===== config.mk =====
export PLATFORM = sky130hd
export DESIGN_NAME = cla_add_pipe
export DESIGN_NICKNAME = d
export VERILOG_FILES = /design/src/rtl/cla_add_pipe.sv
export SDC_FILE = /design/constraint.sdc
export NUM_CORES = 1
export LEC_CHECK = 0
export ABC_CLOCK_PERIOD_IN_PS = 4500
export CORE_AREA = 8 8 90 92
export DETAILED_ROUTE_END_ITERATION = 8
export DIE_AREA = 0 0 98 100
export MAX_ROUTING_LAYER = met4
export PLACE_DENSITY = 0.77
export RECOVER_POWER = 25
export SYNTH_ARGS = -nofsm -noshare
export SYNTH_HDL_FRONTEND = slang
export SYNTH_SLANG_ARGS = --single-unit
export TNS_END_PERCENT = 50

===== constraint.sdc =====
create_clock -name clk -period 4.5 [get_ports clk]
set_input_delay 0.45 -clock clk [delete_from_list [all_inputs] [get_ports clk]]
set_output_delay 0.45 -clock clk [all_outputs]
set_load 0.02 [all_outputs]

===== src/rtl/cla_add_pipe.sv =====
// Two-stage valid/ready add/subtract unit: stage 1 holds operands feeding a block CLA, stage 2 holds result and flags.
// Optional saturation on signed overflow is enabled by defining CLA_ADD_PIPE_SAT_EN.
module cla_add_pipe #(
    parameter  int N_BLOCKS = 4,
    localparam int W        = 4 * N_BLOCKS
) (
    input  logic         clk,
    input  logic         rst_n,
    input  logic         in_valid,
    output logic         in_ready,
    input  logic [W-1:0] a,
    input  logic [W-1:0] b,
    input  logic         c_in,
    input  logic         sub,
    output logic         out_valid,
    input  logic         out_ready,
    output logic [W-1:0] y,
    output logic         c_out,
    output logic         ovf,
    output logic         zero
);

    // 4-bit lookahead block: returns {carry_out, sum[3:0]}
    function automatic logic [4:0] cla4(input logic [3:0] x, input logic [3:0] z, input logic ci);
        logic [3:0] g;
        logic [3:0] p;
        logic [4:0] c;
        g    = x & z;
        p    = x ^ z;
        c[0] = ci;
        c[1] = g[0] | (p[0] & ci);
        c[2] = g[1] | (p[1] & g[0]) | (p[1] & p[0] & ci);
        c[3] = g[2] | (p[2] & g[1]) | (p[2] & p[1] & g[0]) | (p[2] & p[1] & p[0] & ci);
        c[4] = g[3] | (p[3] & g[2]) | (p[3] & p[2] & g[1]) | (p[3] & p[2] & p[1] & g[0])
             | (p[3] & p[2] & p[1] & p[0] & ci);
        return {c[4], p ^ c[3:0]};
    endfunction

    logic         s1_valid_q, s1_valid_d;
    logic [W-1:0] s1_a_q, s1_a_d;
    logic [W-1:0] s1_b_q, s1_b_d;
    logic         s1_cin_q, s1_cin_d;
    logic         s2_valid_q, s2_valid_d;
    logic [W-1:0] y_q, y_d;
    logic         c_out_q, c_out_d;
    logic         ovf_q, ovf_d;
    logic         zero_q, zero_d;

    logic              s2_load_s;
    logic              in_fire_s;
    logic              out_fire_s;
    logic [W-1:0]      sum_s;
    logic [N_BLOCKS:0] blk_c_s;
    logic [4:0]        blk_res_s;
    logic              ovf_s;

    // Handshake decode; in_ready is gated by rst_n so it reads 0 throughout reset
    always_comb begin
        s2_load_s  = s1_valid_q & (~s2_valid_q | out_ready);
        in_ready   = rst_n & (~s1_valid_q | s2_load_s);
        in_fire_s  = in_valid & in_ready;
        out_fire_s = s2_valid_q & out_ready;
    end

    // Block carry chain across the 4-bit lookahead blocks
    always_comb begin
        sum_s      = {W{1'b0}};
        blk_c_s    = {(N_BLOCKS + 1){1'b0}};
        blk_res_s  = 5'b0_0000;
        blk_c_s[0] = s1_cin_q;
        for (int i = 0; i < N_BLOCKS; i++) begin
            blk_res_s          = cla4(s1_a_q[4*i +: 4], s1_b_q[4*i +: 4], blk_c_s[i]);
            sum_s[4*i +: 4]    = blk_res_s[3:0];
            blk_c_s[i+1]       = blk_res_s[4];
        end
    end

    // Stage-2 result and flags derived from the stage-1 sum
    always_comb begin
        ovf_s   = (s1_a_q[W-1] == s1_b_q[W-1]) & (sum_s[W-1] != s1_a_q[W-1]);
        c_out_d = blk_c_s[N_BLOCKS];
        ovf_d   = ovf_s;
`ifdef CLA_ADD_PIPE_SAT_EN
        if (ovf_s) begin
            y_d = s1_a_q[W-1] ? {1'b1, {(W-1){1'b0}}} : {1'b0, {(W-1){1'b1}}};
        end else begin
            y_d = sum_s;
        end
`else
        y_d = sum_s;
`endif
        zero_d = (y_d == {W{1'b0}});
    end

    // Next-state for both pipeline stages; registers hold unless their stage loads
    always_comb begin
        s1_valid_d = s1_valid_q;
        s1_a_d     = s1_a_q;
        s1_b_d     = s1_b_q;
        s1_cin_d   = s1_cin_q;
        s2_valid_d = s2_valid_q;
        if (in_fire_s) begin
            s1_valid_d = 1'b1;
            s1_a_d     = a;
            s1_b_d     = sub ? ~b : b;
            s1_cin_d   = sub ? ~c_in : c_in;
        end else if (s2_load_s) begin
            s1_valid_d = 1'b0;
        end else begin
            s1_valid_d = s1_valid_q;
        end
        if (s2_load_s) begin
            s2_valid_d = 1'b1;
        end else if (out_fire_s) begin
            s2_valid_d = 1'b0;
        end else begin
            s2_valid_d = s2_valid_q;
        end
    end

    // Stage-1 operand registers
    always_ff @(posedge clk or negedge rst_n) begin
        if (!rst_n) begin
            s1_valid_q <= 1'b0;
            s1_a_q     <= {W{1'b0}};
            s1_b_q     <= {W{1'b0}};
            s1_cin_q   <= 1'b0;
        end else begin
            s1_valid_q <= s1_valid_d;
            s1_a_q     <= s1_a_d;
            s1_b_q     <= s1_b_d;
            s1_cin_q   <= s1_cin_d;
        end
    end

    // Stage-2 result registers; data only changes on a stage-2 load so it holds under backpressure
    always_ff @(posedge clk or negedge rst_n) begin
        if (!rst_n) begin
            s2_valid_q <= 1'b0;
            y_q        <= {W{1'b0}};
            c_out_q    <= 1'b0;
            ovf_q      <= 1'b0;
            zero_q     <= 1'b0;
        end else begin
            s2_valid_q <= s2_valid_d;
            if (s2_load_s) begin
                y_q     <= y_d;
                c_out_q <= c_out_d;
                ovf_q   <= ovf_d;
                zero_q  <= zero_d;
            end else begin
                y_q     <= y_q;
                c_out_q <= c_out_q;
                ovf_q   <= ovf_q;
                zero_q  <= zero_q;
            end
        end
    end

    assign out_valid = s2_valid_q;
    assign y         = y_q;
    assign c_out     = c_out_q;
    assign ovf       = ovf_q;
    assign zero      = zero_q;

endmodule


==> results.sh <==
export IMPL_run_status="finished, final reports clean"
export IMPL_overflow=0
export IMPL_die_y_um=100
export IMPL_r2r_end="zero"
export IMPL_syn_inst=279
export IMPL_min_period_over_period_pct=78.64
export IMPL_start_util_pct=44.01
export IMPL_ys_flop_type="dfrtp_1"
export IMPL_die_w_um=98
export IMPL_grt_max_degree=56
export IMPL_rr_worst_depth=15
export IMPL_ir_drop_mv=0.1621
export IMPL_worstPathRequired_ps=4740
export IMPL_vias_per_cell=5.137
export IMPL_p_leak_nw=1.572
export IMPL_cp_arrival_ps=3780
export IMPL_period_minus_slack_ps=3539
export IMPL_place_inst=409
export IMPL_cts_made_buffers=5
export IMPL_diodes=0
export IMPL_fin_cells=416
export IMPL_cts_setup_buffers=0
export IMPL_routed_wl_mm=6.242
export IMPL_final_setup_worst_slack_ps=961.0
export IMPL_synth_area_top_cells="dfrtp_1 (46%), mux2_2 (7.7%), xnor2_1 (6.9%)"
export IMPL_p_int_mw=1.129
export IMPL_synth_async_sr_flop_share_pct=100.0
export IMPL_skew_ps=7.677
export IMPL_worstReg2RegStart="s1_a_q[0]"
export IMPL_io_buffers=58
export IMPL_drt_iter0_markers=138
export IMPL_pre_cts_slack_ps=1018
export IMPL_yosysSeqAreaShare_pct=46.21
export IMPL_power_frac_seq_pct=38.8
export IMPL_cp_end_kind="flip-flop"
export IMPL_multi_input_area_um2=1515
export IMPL_clockBufferDepth=2
export IMPL_cts_root_buf="clkbuf_8"
export IMPL_cts_tree="done"
export IMPL_ys_ff_latch=54
export IMPL_critical_path_class="reg2reg"
export IMPL_clock_sinks=54
export IMPL_htree_levels=2
export IMPL_boundaryPins=59
export IMPL_max_cap_violations=0
export IMPL_nets=394
export IMPL_pwr_share_comb_pct=47.2
export IMPL_firstDrtPassIters=4
export IMPL_final_cell_mix="clkdlybuf4s50_1 (57), dfrtp_1 (54), nand2_1 (43)"
export IMPL_final_hold_violation_count=0
export IMPL_timing_fmax_mhz=282.6
export IMPL_synth_largest_area_cell="dfrtp_1"
export IMPL_vias=2137
export IMPL_fin_setup_tns_ps=0
export IMPL_swShare_pct=37.38
export IMPL_wl_per_cell_um=15.00
export IMPL_drc_errors=0
export IMPL_hold_buffers=0
export IMPL_grtUsageTotal_pct=13.77
export IMPL_clkLatencyLatePin_ps=300
export IMPL_rows=30
export IMPL_hpwl_mm=4.985
export IMPL_antenna_left=0
export IMPL_power_total_mw=1.803
export IMPL_grt_pass1_wl_mm=10.74
export IMPL_synth_edff_count=0
export IMPL_yosysWarnings=0
export IMPL_setup_viol=0
export IMPL_antenna_found_initial=0
export IMPL_grt_pass1_vias=2229
export IMPL_synth_nets=337
export IMPL_ctsResizeCount=0
export IMPL_path_max_fanout=4
export IMPL_grt_setup_unrepaired="false"
export IMPL_final_util_pct=54.97
export IMPL_drive_gt1_share_pct=9.524
export IMPL_maxSlewHeadroom_pct=35.88
export IMPL_path_clk_slew_ps=90
export IMPL_drv_slew=0
export IMPL_p_per_area_nw_per_um2=493.5
export IMPL_yosysUniqueCellTypes=44
export IMPL_final_seq_area_um2=1351
export IMPL_cp_start_kind="flip-flop"
export IMPL_hold_class="in2async"
export IMPL_tightest_slew_ps=958.7
export IMPL_final_common_cell="clkdlybuf4s50_1"
export IMPL_fillers=613
export IMPL_die_area_um2=9800
export IMPL_p_switching_mw=0.6739
export IMPL_synth_avg_cell_area_um2=10.48
export IMPL_clkPwrFrac_pct=14.0
export IMPL_gp_congestion=0.8374
export IMPL_core_area_um2=6644
export IMPL_rrSetupSlack_ps=960
export IMPL_area_growth_pct=24.90
export IMPL_synth_area_um2=2924
export IMPL_synth_top_area_share_pct=46.21
## metal layers
layer | share of wire, % | wire, um | vias to the layer above | global-route usage [%]
met1 | 50 | 3106 | 986 | 18.21
met3 | 5.4 | 339 | 6 | 3.599
met5 | 0 | 0 | - | -
li1 | - | - | 1094 | -
met4 | 1.1 | 68 | 0 | 3.957
met2 | 44 | 2728 | 51 | 20.28
## cells in the mapped netlist (all sizes together), types with 4 or more instances
library cell and count:
mux2 20, and2 5, o31ai 4, dfrtp 54, inv 5, a21oi 8, nor2 10, ha 16
clkbuf 8, a21o 4, nand2b 4, o21ai 32, fa 4, nand2 43, xnor2 23
## kinds of logic (layout without fill, tap and decap cells)
group | count (synthesis) | in the layout | share of synthesized area, %
AO/OA/AOI/OAI | 62 | 62 | 13.31
XOR/XNOR | 25 | 25 | 7.488
adder cells (fa/ha/maj) | 20 | 20 | 9.585
buffers and inverters | 15 | 72 | 1.968
flip-flops | 54 | 54 | 46.21
multiplexers | 21 | 21 | 8.045
AND/OR/NAND/NOR | 82 | 82 | 13.39
## critical path, stage by stage (launching register included)
cell and delay (ps):
dfrtp_1 420, ha_1 290, a21oi_1 200, nor2_1 130
o311ai_1 360, nand2_1 120, a21oi_1 250, o21bai_1 90
a21o_1 190, fa_1 460, nor4_1 180, nand2_1 80
nor2_1 80, nand4_1 100, nor4b_1 320, a32o_1 200
## worst max-delay path by stage
stage	start	end	cells past startpoint	slack (ps)
floorplan	s1_a_q[0]	zero	15	1310
detailed placement	s1_a_q[0]	zero	15	1020
finish	s1_a_q[0]	zero	15	960
CTS	s1_a_q[0]	zero	15	990
global placement	s1_a_q[0]	zero	15	1100
global route	s1_a_q[0]	zero	15	560
## metrics by stage
stage	hold WS, ps	cell area (um2)
floorplan	154.4	2924
global placement	461.8	3576
detailed placement	470.7	3576
CTS	280.1	3652
global route	314.1	3652
finish	258.0	3652
## state kept, by name (all words and copies together), names as in the netlist
| signal | flops |
|---|---|
| s1_a_q | 16 |
| s1_b_q | 16 |
| y | 16 |
| c_out | 1 |
| out_valid | 1 |
| ovf | 1 |
| s1_cin_q | 1 |
| s1_valid_q | 1 |
| zero | 1 |
## power by group through the flow
stage          Combinational, mW  Sequential (mW)  Clock (mW)
2_1_floorplan              0.428            0.792           0
3_3_place_gp               0.840            0.704           0
3_5_place_dp               0.857            0.713           0
4_1_cts                    0.859            0.703       0.262
5_1_grt                    0.941            0.718       0.279
6_report                   0.850            0.700       0.252
## cell type report
class                           count  share of cell area (%)
Tap cell                           80                   2.741
Clock buffer                        7                   2.090
Timing Repair Buffer               60                   16.17
Multi-Input combinational cell    210                   41.49
Inverter                            5                  0.5139
Sequential cell                    54                   37.00
(Power assumes the default switching activity.)
